$ cat src/rtl/reg_bank_arbiter.sv
// reg_bank_arbiter: round-robin share of the single-port register bank.
// Define REG_BANK_ARB_ADDR_CHK_EN to reject addresses >= NUM_REGS with err.
module reg_bank_arbiter #(
    parameter int ADDR_W      = 8,
    parameter int DATA_W      = 8,
    parameter int NUM_REGS    = 256,
    parameter int BANK_RD_LAT = 1
) (
    input  logic              clk,
    input  logic              rst,
    input  logic              req0,
    input  logic              req1,
    input  logic              we0,
    input  logic              we1,
    input  logic [ADDR_W-1:0] addr0,
    input  logic [ADDR_W-1:0] addr1,
    input  logic [DATA_W-1:0] wdata0,
    input  logic [DATA_W-1:0] wdata1,
    output logic              ack0,
    output logic              ack1,
    output logic [DATA_W-1:0] rdata0,
    output logic [DATA_W-1:0] rdata1,
    output logic              err0,
    output logic              err1,
    output logic              bank_en,
    output logic              bank_we,
    output logic [ADDR_W-1:0] bank_addr,
    output logic [DATA_W-1:0] bank_wdata,
    input  logic [DATA_W-1:0] bank_rdata,
    output logic              busy
);

    typedef enum logic [1:0] {
        IDLE,
        ACCESS,
        WAIT,
        DONE
    } state_t;

`ifdef REG_BANK_ARB_ADDR_CHK_EN
    localparam bit ADDR_CHK = 1'b1;
`else
    localparam bit ADDR_CHK = 1'b0;
`endif

    localparam int CNT_W =
        (BANK_RD_LAT > 1) ? $clog2(BANK_RD_LAT) : 1;
    localparam logic [CNT_W-1:0] CNT_LAST =
        CNT_W'(BANK_RD_LAT - 1);
    localparam logic [ADDR_W:0] ADDR_LIM =
        (ADDR_W + 1)'(NUM_REGS);

    state_t            state;
    state_t            state_d;
    logic              prio;
    logic              win;
    logic [CNT_W-1:0]  cnt;

    logic              sel;
    logic              sel_we;
    logic              sel_bad;
    logic [ADDR_W-1:0] sel_addr;
    logic [DATA_W-1:0] sel_wdata;

    logic              grant;
    logic              grant_err;
    logic              capture;
    logic              done_ok;

    // Pick the candidate winner and mux its request fields.
    always_comb begin
        sel       = (req0 & req1) ? prio : req1;
        sel_we    = sel ? we1 : we0;
        sel_addr  = sel ? addr1 : addr0;
        sel_wdata = sel ? wdata1 : wdata0;
        sel_bad   = ADDR_CHK &&
                    ({1'b0, sel_addr} >= ADDR_LIM);
    end

    // FSM state register.
    always_ff @(posedge clk or negedge rst) begin
        if (!rst) begin
            state <= IDLE;
        end else begin
            state <= state_d;
        end
    end

    // Next-state logic and per-state strobes/outputs.
    always_comb begin
        state_d   = state;
        grant     = 1'b0;
        grant_err = 1'b0;
        capture   = 1'b0;
        done_ok   = 1'b0;
        bank_en   = 1'b0;
        busy      = 1'b1;
        ack0      = 1'b0;
        ack1      = 1'b0;
        case (state)
            IDLE: begin
                busy = 1'b0;
                if (req0 | req1) begin
                    grant = 1'b1;
                    if (sel_bad) begin
                        grant_err = 1'b1;
                        state_d   = DONE;
                    end else begin
                        state_d = ACCESS;
                    end
                end
            end
            ACCESS: begin
                bank_en = 1'b1;
                if (bank_we) begin
                    done_ok = 1'b1;
                    state_d = DONE;
                end else begin
                    state_d = WAIT;
                end
            end
            WAIT: begin
                if (cnt == CNT_LAST) begin
                    capture = 1'b1;
                    done_ok = 1'b1;
                    state_d = DONE;
                end
            end
            DONE: begin
                ack0    = ~win;
                ack1    = win;
                state_d = IDLE;
            end
            default: begin
                state_d = IDLE;
            end
        endcase
    end

    // Latch winner and bank command; flip priority on completion.
    always_ff @(posedge clk or negedge rst) begin
        if (!rst) begin
            win        <= 1'b0;
            prio       <= 1'b0;
            bank_we    <= 1'b0;
            bank_addr  <= '0;
            bank_wdata <= '0;
        end else begin
            if (grant) begin
                win <= sel;
                if (!grant_err) begin
                    bank_we    <= sel_we;
                    bank_addr  <= sel_addr;
                    bank_wdata <= sel_wdata;
                end
            end
            if (state == DONE) begin
                prio <= ~win;
            end
        end
    end

    // Count read latency cycles spent in WAIT.
    always_ff @(posedge clk or negedge rst) begin
        if (!rst) begin
            cnt <= '0;
        end else if (state == ACCESS) begin
            cnt <= '0;
        end else if (state == WAIT) begin
            cnt <= cnt + CNT_W'(1);
        end
    end

    // Per-port result registers; only the winner's are touched.
    always_ff @(posedge clk or negedge rst) begin
        if (!rst) begin
            rdata0 <= '0;
            rdata1 <= '0;
            err0   <= 1'b0;
            err1   <= 1'b0;
        end else begin
            if (grant_err) begin
                if (sel) begin
                    rdata1 <= '0;
                    err1   <= 1'b1;
                end else begin
                    rdata0 <= '0;
                    err0   <= 1'b1;
                end
            end
            if (capture) begin
                if (win) begin
                    rdata1 <= bank_rdata;
                end else begin
                    rdata0 <= bank_rdata;
                end
            end
            if (done_ok) begin
                if (win) begin
                    err1 <= 1'b0;
                end else begin
                    err0 <= 1'b0;
                end
            end
        end
    end

endmodule

$ cat config.mk
export PLATFORM = sky130hd
export DESIGN_NAME = reg_bank_arbiter
export DESIGN_NICKNAME = d
export VERILOG_FILES = /design/src/rtl/reg_bank_arbiter.sv
export SDC_FILE = /design/constraint.sdc
export NUM_CORES = 1
export LEC_CHECK = 0
export CORE_MARGIN = 4
export CORE_UTILIZATION = 37
export DETAILED_ROUTE_END_ITERATION = 7
export GPL_ROUTABILITY_DRIVEN = 0
export PLACE_DENSITY = 0.77
export SLEW_MARGIN = 5
export SYNTH_ARGS = -nofsm -noshare
export SYNTH_HDL_FRONTEND = slang
export SYNTH_SLANG_ARGS = --single-unit
$ cat constraint.sdc
create_clock -name clk -period 1.4 [get_ports clk]
set_input_delay 0.42 -clock clk [delete_from_list [all_inputs] [get_ports clk]]
set_output_delay 0.42 -clock clk [all_outputs]
set_load 0.05 [all_outputs]
# Yosys cells after proc, flatten, opt, wreduce, memory -nomap -nowiden
# Cells that the tools add are included.
[totals]
register_bits = 40
elab_cells = 55
out_inout_bits = 39
[classes]
n_reduce_logical = 7
n_eq_ne = 5
bitwise_logic = 3
add_sub_neg = 1
n_mux = 28
[op_table]
columns = ["op", "n"]
rows = [
  ["8-bit two-way mux", 6],
  ["1-bit two-way mux", 18],
  ["2-bit AND reduction", 5],
  ["2-bit case mux with 4 select lines", 1],
  ["2-bit equality test, second input constant", 2],
  ["2-bit two-way mux", 2],
  ["2-bit inequality test, second input constant", 2],
  ["2-bit by 1-bit equality test with 1-bit output, second input constant", 1],
  ["2-bit logical NOT", 1],
  ["1-bit case mux with 2 select lines", 1],
  ["2-bit nonzero test", 1],
  ["1-bit adder, second input constant", 1],
  ["1-bit bitwise AND", 1],
  ["1-bit inverter", 1],
  ["1-bit OR", 1],
]

# Logic depth before layout (Yosys ltp)
# Gate-level depths: netlist of the first run.
[depth]
ltp_word = 3
ltp_mapped = 7
depth_no_buf = 5

# Worst setup path after synthesis of the first run
# OpenSTA, ideal clock, no wires.
[synth_path]
path_kind = "reg2out"
startpoint = "register state[1]"
endpoint = "output port ack0"
t_arrival_ns = 1.251
stages_incl_launch_ff = 3
required_time_ns = 0.980
setup_slack_ns = -0.271
path_cell_list = "dfrtp_1 ha_1 nor2b_1"
[synth_between]
elab_chain_len = 2
[synth_rtl]
columns = ["element", "line_no", "rtl"]
rows = [
  ["from (decl)", "53", "state_t state;"],
  ["from (signal assigned)", "85", "state <= state_d;"],
  ["2-bit equality test", "100", "case (state)"],
  ["1-bit two-way mux", "100", ""],
  ["to (decl)", "19", "output logic ack0,"],
]
# Every way passes these cells.

# Final worst setup path of the first run
[layout_path]
startpoint = "register state[1]"
endpoint = "output port busy"
[layout_between]
elab_chain_len = 2
[layout_rtl]
columns = ["element", "line_no", "rtl"]
rows = [
  ["2-bit logical NOT", "100", ""],
  ["1-bit two-way mux", "100", ""],
  ["to (decl)", "30", "output logic busy"],
]
# Every way passes these cells.

==> summary.md, run 1 <==
Status
* **run status** finished, violations left
* **violations in the final reports** setup timing

Setup path
* **cell family with most CP delay** flip-flops
* **crit path max fanout** 4
* **FF-to-FF path depth** 9
* **crit path kind** reg -> out
* **R2R Path Start** state[1]
* **Crit. Startpoint** state[1]
* **Critical Path, Cell by Cell** inv_2 > ha_4 > clkinvlp_4 > buf_12
* **kind of capture point of the worst setup path** output port
* **Crit path required time** 0.98 ns
* **CP Data Arrival Time** 1.29 ns
* **kind of launch point of the worst setup path** flip-flop
* **buffers and inverters on the worst path** 3
* **Worst path max stage delay** 0.47 ns
* **Slowest-stage cell, CP** sky130_fd_sc_hd__dfrtp_2
* **cell count along the critical path** 4

Power
* **PwrDens** 2904 nW/um^2
* **net load switching power** 4.740 mW
* **clock power share** 7.6%
* **sequential share of power** 23.1%
* **internal power** 5.944 mW
* **P_leak** 1.539 nW
* **share of power burned in combinational logic** 69.3%
* **switch share** 44.36%
* **worst ir drop on vdd** 1.437 mV

Logic synthesis
* **part of the Yosys area used for sequential elements** 53.56%
* **Unique masters post-synth** 26
* **yosys warns** 0
* **most frequent cells after synthesis** 38 x sky130_fd_sc_hd__dfrtp_1, 22 x sky130_fd_sc_hd__nor2_1, 18 x sky130_fd_sc_hd__mux2_2
* **area of the mapped netlist** 1775 sq um
* **synthesis-stage register bit count** 38
* **most used flip-flop cell after synthesis** sky130_fd_sc_hd__dfrtp_1
* **area share of the largest cell type after synthesis** 53.56%
* **top-count cell post-synth** sky130_fd_sc_hd__dfrtp_1
* **ranking of synthesized cells by area** sky130_fd_sc_hd__dfrtp_1 54%, sky130_fd_sc_hd__mux2_2 11%, sky130_fd_sc_hd__a31oi_1 6.0%
* **syn avg cell area** 10.89 sq um
* **largest area contributor in the synthesized netlist** sky130_fd_sc_hd__dfrtp_1
* **Async S/R FF share, synth** 100.0%
* **Syn Inst Count** 163
* **number of enable-type register cells in the synthesized netlist** 0

GRT
* **largest net degree at the start of global routing** 27
* **GR Util All Layers** 21.46%
* **number of antenna violations at the first check in global routing** 0
* **Remaining Overflow, GRT** 0
* **wire length of the first global-routing pass** 9991 um
* **via count of the first global-routing pass** 1940

Layout
* **filler instances** 202
* **filler-free cell count of the finished design** 324
* **Antenna diodes** 0
* **fraction of layout instances using a drive strength above 1** 48.16%
* **synth-to-layout area growth** 107.2%
* **number of nets in the layout** 321

Floorplanning
* **die area** 5971 sq um
* **initial standard-cell utilization of the core** 39.42%
* **overall die width** 77.27 um
* **IO Pins** 85
* **chip height** 77.27 um
* **number of core rows** 24
* **area inside the core boundary** 4504 sq um

STA
* **shortest period the worst path allows** 1.708 ns
* **highest clock rate** 0.5855 GHz
* **number of max-slew violations in the final report** 0
* **Setup Viol. Count Final** 39
* **Period Utilization, post-route** 122.0%
* **unrepaired setup endpoints after global routing** yes
* **worst slack on hold paths** 0.006687 ns
* **clock skew** 0.007151 ns
* **minimum setup slack in the final design** -0.3081 ns
* **final hold vios** 0

Placed design
* **post-detail-place hpwl** 3842 um
* **instance count after placement with tap cells included** 301
* **count of port buffers added during placement** 82

Detailed routing
* **WL final** 6785 um
* **post-detailed-route via-to-cell ratio** 5.472
* **detailed-route DRC error count** 0
* **remaining number of nets flagged by the antenna check after routing** 0
* **first-iteration detailed-routing DRC count** 90
* **via count** 1773
* **Detailed Routing Iterations Pass 1** 5
* **average wire per cell in the routed design** 20.94 um

Clock tree
* **number of buffers inserted for hold repair after clock tree synthesis** 0
* **source-to-sink clock delay at the later pin of the worst-skew pair** 0.30 ns
* **clock tree from TritonCTS** built
* **maximum level of the CTS H-tree** 2
* **maximum buffer depth of the clock tree** 2
* **Clock transition at path regs** 0.08 ns
* **Sink Count** 38
* **CTS buffer count** 5
* **master cell of the clock root buffer** sky130_fd_sc_hd__clkbuf_8

Worst hold path
* **type of the tightest min-delay check** in -> async

Run
* **max-capacitance violation count** 0

==> flip-flops by register name, summed over array words and instances, names as in the netlist <==
name        count
bank_we         1
bank_wdata      8
cnt             1
bank_addr       8
rdata0          8
rdata1          8
prio            1
win             1
state           2
==> cell type report <==
type,count,area [sq um],area share [%]
sequential,38,953.4,25.92
multi-input combinational,109,1010,27.45
clock buffer,6,82.58,2.245
timing repair buffer,112,1533,41.67
inverter,5,22.52,0.6122
tap,52,65.06,1.769
clock inverter,2,12.51,0.3401
==> power by group through the flow <==
stage | combinational [mW] | sequential [mW] | clock [mW]
floorplan | 1.53 | 3.71 | 0
global placement | 5.95 | 2.30 | 0
detailed placement | 6.05 | 2.34 | 0
CTS | 6.84 | 2.35 | 0.814
global route | 7.65 | 2.52 | 0.880
finish | 7.40 | 2.47 | 0.815
==> worst reg2reg max path: cells and delay by family, from the launching register on <==
kind	cells	cell delay, ns
compound gates	2	0.36
fa+ha+maj	1	0.15
buf+inv	5	0.57
flops	1	0.47
simple gates	1	0.04
==> per-stage QoR <==
| step | utilization [%] | setup WS, ns | TNS [ns] | power, mW | cell area, sq um |
|---|---|---|---|---|---|
| global placement | 69.31 | -0.3439 | -5.905 | 8.251 | 3122 |
| CTS | 77.11 | -0.2803 | -4.877 | 10.00 | 3473 |
| detailed placement | 69.31 | -0.3561 | -6.742 | 8.388 | 3122 |
| floorplan | - | -0.08789 | -0.8151 | 5.241 | 1808 |
| finish | 81.67 | -0.3081 | -6.649 | 10.68 | 3679 |
| global route | 81.67 | -0.3548 | -8.440 | 11.06 | 3679 |
==> routing by layer <==
layer | share of wire, % | GRT usage [%] | routed length [um]
met5 | 0 | 0 | 0
met2 | 53 | 37.65 | 3584
met3 | 6.1 | 5.855 | 412
met1 | 39 | 24.98 | 2639
met4 | 2.2 | 7.651 | 148
==> kinds of logic after synthesis <==
family / count (synthesis) / share of synthesized area [%]
compound gates: 39 / 13.11
fa+ha+maj: 4 / 2.819
buf+inv: 17 / 5.989
flops: 38 / 53.56
mux: 18 / 11.42
other cells: 1 / 0.2112
simple gates: 46 / 12.90
==> path summary, 6_finish.rpt <==
kind                       slack (ns)       endpoint
min in group clk                 0.58      rdata1[0]
min reg2reg                      0.58      rdata1[0]
max                             -0.31           busy
max in group asynchronous        0.93       state[0]
min                             0.007   bank_addr[6]
max reg2reg                     -0.27  bank_wdata[2]
==> timing repair <==
item                                    in CTS  in global routing
cloned                                       3                  1
endpoints found under the setup margin      32                 40
pin swaps                                    2                  5
resized for setup                           30                 37
setup buffers                                7                  6
==> placed cells by master, fill, tap and decap left out, types with 4 or more instances in the layout <==
master	instances
sky130_fd_sc_hd__buf_6	4
sky130_fd_sc_hd__nor2_2	5
sky130_fd_sc_hd__a31oi_1	11
sky130_fd_sc_hd__buf_4	19
sky130_fd_sc_hd__dfrtp_1	36
sky130_fd_sc_hd__ha_4	4
sky130_fd_sc_hd__nor2_4	7
sky130_fd_sc_hd__mux2_4	9
sky130_fd_sc_hd__nand3_1	17
sky130_fd_sc_hd__mux2_2	9
sky130_fd_sc_hd__o21ai_0	15
sky130_fd_sc_hd__clkbuf_8	6
sky130_fd_sc_hd__nor2_1	10
sky130_fd_sc_hd__a31oi_4	5
sky130_fd_sc_hd__buf_12	41
sky130_fd_sc_hd__clkdlybuf4s50_1	43
(Power assumes the default switching activity.)
==> run 2, diff against run 1 <==
--- a/config.mk
+++ b/config.mk
@@ -7,9 +7,10 @@
 export LEC_CHECK = 0
 export CORE_MARGIN = 4
 export CORE_UTILIZATION = 37
+export CTS_BUF_LIST = sky130_fd_sc_hd__clkbuf_16
 export DETAILED_ROUTE_END_ITERATION = 7
 export GPL_ROUTABILITY_DRIVEN = 0
-export PLACE_DENSITY = 0.77
+export PLACE_DENSITY_LB_ADDON = 0.08
 export SLEW_MARGIN = 5
 export SYNTH_ARGS = -nofsm -noshare
 export SYNTH_HDL_FRONTEND = slang
==> run 2 against run 1 <==
  * The run still ends with setup timing left
  * Total power is 2.1% higher
  * Sequential share of layout area shrank 0.096 points
  * Clock-buffer cell count shrank 1
  * Register-to-register slack worse by 0.03 ns
  * Global-route usage shrank 3.1 points
  * Clock power rose by 60%
  * First-iteration DRC count fell by 13%
  * Cell count increased by 0.62%
  * Clock skew shrank 0.0038 ns
  * Die area did not move
  * Critical path depth did not move
  * Wire length fell by 10%
  * Critical path type unchanged
==> summary.md, run 2 (synthesis results as in run 1) <==
Clock tree
* **clock tree from TritonCTS** built
* **source-to-sink clock delay at the later pin of the worst-skew pair** 0.29 ns
* **Clock transition at path regs** 0.06 ns
* **number of buffers inserted for hold repair after clock tree synthesis** 0
* **Sink Count** 38
* **CTS buffer count** 5
* **master cell of the clock root buffer** sky130_fd_sc_hd__clkbuf_16
* **maximum buffer depth of the clock tree** 2
* **maximum level of the CTS H-tree** 2

Power
* **net load switching power** 4.581 mW
* **switch share** 42.01%
* **worst ir drop on vdd** 1.849 mV
* **sequential share of power** 22.2%
* **internal power** 6.325 mW
* **clock power share** 11.9%
* **P_leak** 1.558 nW
* **PwrDens** 2958 nW/um^2
* **share of power burned in combinational logic** 65.9%

GRT
* **GR Layer Usage met2** 30.48%
* **peak-usage layer in the global routing report** met2
* **number of antenna violations at the first check in global routing** 0
* **Remaining Overflow, GRT** 0
* **largest net degree at the start of global routing** 39
* **GR Util All Layers** 18.35%
* **met3 usage in global routing** 5.738%
* **wire length of the first global-routing pass** 8569 um
* **via count of the first global-routing pass** 1697
* **met1 Usage GRT** 22.31%

Detailed routing
* **first-iteration detailed-routing DRC count** 78
* **detailed-route DRC error count** 0
* **via count** 1721
* **WL final** 6096 um
* **post-detailed-route via-to-cell ratio** 5.279
* **average wire per cell in the routed design** 18.70 um
* **remaining number of nets flagged by the antenna check after routing** 0
* **Detailed Routing Iterations Pass 1** 4

Layout
* **most common cell after layout, fill and taps aside** sky130_fd_sc_hd__clkdlybuf4s50_1
* **number of nets in the layout** 323
* **synth-to-layout area growth** 107.7%
* **Antenna diodes** 0
* **share of the core filled with cells** 81.86%
* **most used cells in the layout excluding fill and tap cells** 42 x sky130_fd_sc_hd__clkdlybuf4s50_1, 40 x sky130_fd_sc_hd__buf_12, 37 x sky130_fd_sc_hd__dfrtp_1
* **fraction of layout instances using a drive strength above 1** 48.18%

Floorplanning
* **area inside the core boundary** 4504 sq um
* **chip height** 77.27 um
* **die area** 5971 sq um
* **initial standard-cell utilization of the core** 39.42%
* **number of core rows** 24
* **overall die width** 77.27 um
* **IO Pins** 85

Placed design
* **pre-CTS setup slack** -0.3900 ns
* **post-detail-place hpwl** 3655 um
* **count of port buffers added during placement** 82

STA
* **minimum setup slack in the final design** -0.3432 ns
* **unrepaired setup endpoints after global routing** yes
* **Setup Viol. Count Final** 39
* **number of max-slew violations in the final report** 0
* **final hold vios** 0
* **highest clock rate** 0.5737 GHz
* **clock skew** 0.003384 ns
* **shortest period the worst path allows** 1.743 ns
* **Period Utilization, post-route** 124.5%

Setup path
* **kind of capture point of the worst setup path** output port
* **Critical Path, Cell by Cell** buf_6 > ha_4 > and2_4 > buf_12
* **crit path kind** reg -> out
* **Slowest-stage cell, CP** sky130_fd_sc_hd__dfrtp_1
* **CP Data Arrival Time** 1.32 ns
* **Crit path required time** 0.98 ns
* **Worst path max stage delay** 0.44 ns
* **kind of launch point of the worst setup path** flip-flop
* **cell family with most CP delay** flip-flops
* **buffers and inverters on the worst path** 2
* **crit path max fanout** 3

Status
* **run status** finished, violations left
* **violations in the final reports** setup timing

Worst hold path
* **type of the tightest min-delay check** in -> async

Run
* **max-capacitance violation count** 0

run 2: layer usage:
metal / vias to the layer above / wire length, um
met5: - / 0
met4: 0 / 103
met3: 11 / 393
met2: 74 / 3104
met1: 843 / 2495
li1: 793 / -
run 2: worst paths after layout:
| path | startpoint | to | slack [ns] | cells after the start |
|---|---|---|---|---|
| worst min-delay path | rst | bank_wdata[4] | 0.1 | 2 |
| max in group asynchronous | rst | bank_we | 1.10 | 2 |
| worst max register to register | state[1] | state[1] | -0.30 | 6 |
| worst max-delay path | state[1] | ack1 | -0.34 | 4 |
| min in group clk | rdata1[2] | rdata1[2] | 0.57 | 1 |
| worst min register to register | rdata1[2] | rdata1[2] | 0.57 | 1 |
run 2: what timing repair did:
action,4_1_cts,5_1_grt
gates resized for setup,24,33
endpoints found under the hold margin,0,0
setup endpoints to repair,32,40
gates cloned,0,5
pin swaps,2,7
setup buffers,5,7
run 2: final cells by class:
class	count	area (sq um)
timing repair buffer	113	1544
sequential	38	952.2
multi-input combinational	110	929.6
fill	246	817.0
clock buffer	5	125.1
tap	52	65.06
clock inverter	3	45.04
inverter	5	26.28
run 2: stage by stage:
| stage | TNS, ns | power [mW] | hold WS [ns] | cell area, sq um | instances |
|---|---|---|---|---|---|
| 3_5_place_dp | -7.236 | 8.425 | 0.4040 | 3122 | 301 |
| 2_1_floorplan | -0.8151 | 5.241 | 0.1244 | 1808 | 164 |
| 3_3_place_gp | -6.713 | 8.321 | 0.4003 | 3122 | 301 |
| 4_1_cts | -2.002 | 10.12 | 0.1041 | 3428 | 314 |
| 6_report | -5.613 | 10.91 | 0.09521 | 3687 | 326 |
| 5_1_grt | -7.905 | 11.33 | 0.1088 | 3687 | 326 |
run 2: power by group through the flow:
stage,clock (mW),sequential (mW),combinational [mW]
3_3_place_gp,0,2.29,6.03
5_1_grt,1.38,2.48,7.46
3_5_place_dp,0,2.31,6.11
2_1_floorplan,0,3.71,1.53
6_report,1.30,2.42,7.18
4_1_cts,1.31,2.32,6.49
==> run 3, diff against run 2 <==
--- a/config.mk
+++ b/config.mk
@@ -11,6 +11,7 @@
 export DETAILED_ROUTE_END_ITERATION = 7
 export GPL_ROUTABILITY_DRIVEN = 0
 export PLACE_DENSITY_LB_ADDON = 0.08
+export SKIP_CTS_REPAIR_TIMING = 1
 export SLEW_MARGIN = 5
 export SYNTH_ARGS = -nofsm -noshare
 export SYNTH_HDL_FRONTEND = slang
==> run 3 against run 2 <==
  * The flow still finishes with violations (setup timing)
  * Critical path depth unchanged
  * Largest power group unchanged
  * Global-route usage fell by 1.0 points
  * Critical endpoint unchanged
  * Clock power is essentially flat
  * Largest cell class unchanged
  * Non-clock buffer count shrank 12
  * Highest routed layer unchanged
==> summary.md, run 3 (synthesis results as in run 1) <==
Layout
* **synth-to-layout area growth** 92.04%
* **Antenna diodes** 0
* **Non-Filler Cell Area, Final** 3410 sq um
* **most common cell after layout, fill and taps aside** sky130_fd_sc_hd__clkdlybuf4s50_1
* **filler instances** 292
* **most used cells in the layout excluding fill and tap cells** 43 x sky130_fd_sc_hd__clkdlybuf4s50_1, 40 x sky130_fd_sc_hd__buf_12, 38 x sky130_fd_sc_hd__dfrtp_1
* **number of nets in the layout** 310
* **fraction of layout instances using a drive strength above 1** 37.16%
* **share of the core filled with cells** 75.69%

Worst hold path
* **type of the tightest min-delay check** in -> async

STA
* **unrepaired setup endpoints after global routing** yes
* **Period Utilization, post-route** 122.6%
* **final hold vios** 0
* **worst slack on hold paths** 0.09924 ns
* **highest clock rate** 0.5827 GHz
* **clock skew** 0.002898 ns
* **Setup Viol. Count Final** 22
* **minimum setup slack in the final design** -0.3162 ns
* **shortest period the worst path allows** 1.716 ns
* **setup_tns** -2.521 ns
* **number of max-slew violations in the final report** 0

Power
* **worst ir drop on vdd** 1.857 mV
* **P_leak** 1.450 nW
* **PwrDens** 2933 nW/um^2

Clock tree
* **maximum level of the CTS H-tree** 2
* **master cell of the clock root buffer** sky130_fd_sc_hd__clkbuf_16
* **clock tree from TritonCTS** built
* **maximum buffer depth of the clock tree** 2
* **source-to-sink clock delay at the later pin of the worst-skew pair** 0.28 ns
* **Sink Count** 38
* **CTS buffer count** 5
* **Clock transition at path regs** 0.06 ns

Detailed routing
* **WL final** 5083 um
* **remaining number of nets flagged by the antenna check after routing** 0
* **detailed-route DRC error count** 0
* **average wire per cell in the routed design** 16.24 um
* **Detailed Routing Iterations Pass 1** 4
* **first-iteration detailed-routing DRC count** 69
* **via count** 1626
* **post-detailed-route via-to-cell ratio** 5.195

Setup path
* **crit path kind** reg -> out
* **endpoint of the most critical register-to-register path** state[1]
* **Crit path required time** 0.98 ns
* **kind of capture point of the worst setup path** output port
* **CP Data Arrival Time** 1.30 ns
* **crit path max fanout** 3
* **Worst R2R Setup Slack** -0.20 ns
* **kind of launch point of the worst setup path** flip-flop
* **R2R Path Start** state[1]
* **FF-to-FF path depth** 5

Floorplanning
* **initial standard-cell utilization of the core** 39.42%
* **die area** 5971 sq um
* **chip height** 77.27 um
* **number of core rows** 24
* **IO Pins** 85
* **overall die width** 77.27 um
* **area inside the core boundary** 4504 sq um

Placed design
* **instance area after placement** 3122 sq um
* **count of port buffers added during placement** 82
* **post-detail-place hpwl** 3655 um

GRT
* **largest net degree at the start of global routing** 39
* **Remaining Overflow, GRT** 0
* **GR Util All Layers** 17.31%
* **via count of the first global-routing pass** 1655
* **wire length of the first global-routing pass** 8135 um
* **number of antenna violations at the first check in global routing** 0

Run
* **max-capacitance violation count** 0

Status
* **violations in the final reports** setup timing
* **run status** finished, violations left

==> run 3: area by class of cell <==
type	count	area, sq um	share of cell area [%]
sequential	38	950.9	27.89
inverter	5	26.28	0.7706
clock inverter	3	45.04	1.321
clock buffer	5	125.1	3.670
multi-input combinational	109	813.3	23.85
tap	52	65.06	1.908
timing repair buffer	101	1384	40.59
==> run 3: how the worst max path moves through the flow <==
stage              from            end  slack [ns]  cells after the start
2_1_floorplan  state[0]      rdata0[2]       -0.09                      4
3_3_place_gp       req1       state[1]       -0.38                      4
3_5_place_dp       req1  bank_wdata[2]       -0.39                      4
4_1_cts        state[1]           busy       -0.46                      4
5_1_grt        state[1]           ack1       -0.35                      4
6_report       state[1]           ack1       -0.32                      4
==> run 3: through the flow <==
| stage | total power [mW] | setup WS, ns | instances |
|---|---|---|---|
| global placement | 8.321 | -0.3763 | 301 |
| detailed placement | 8.425 | -0.3900 | 301 |
| finish | 10.00 | -0.3162 | 313 |
| global route | 10.44 | -0.3544 | 313 |
| CTS | 9.741 | -0.4602 | 309 |
| floorplan | 5.241 | -0.08789 | 164 |
==> run 3: power breakdown <==
part           switching (mW)  leakage [nW]  internal (mW)  total (mW)
clock                   0.454        0.0760          0.839        1.29
sequential              0.638         0.436           1.67        2.31
combinational            3.09         0.938           3.31        6.40
==> run 3: critical path, cell delays in order (launching register included) <==
cell                      delay, ns
sky130_fd_sc_hd__dfrtp_1       0.43
sky130_fd_sc_hd__buf_6         0.14
sky130_fd_sc_hd__ha_4          0.16
sky130_fd_sc_hd__and2_4        0.14
sky130_fd_sc_hd__buf_12        0.14
==> run 3: per-layer routing <==
metal	GRT usage (%)	routed length, um	up-vias
met5	0	0	-
met4	6.940	91	0
met3	5.621	408	11
met2	27.81	2477	64
met1	21.42	2105	782
li1	-	-	769
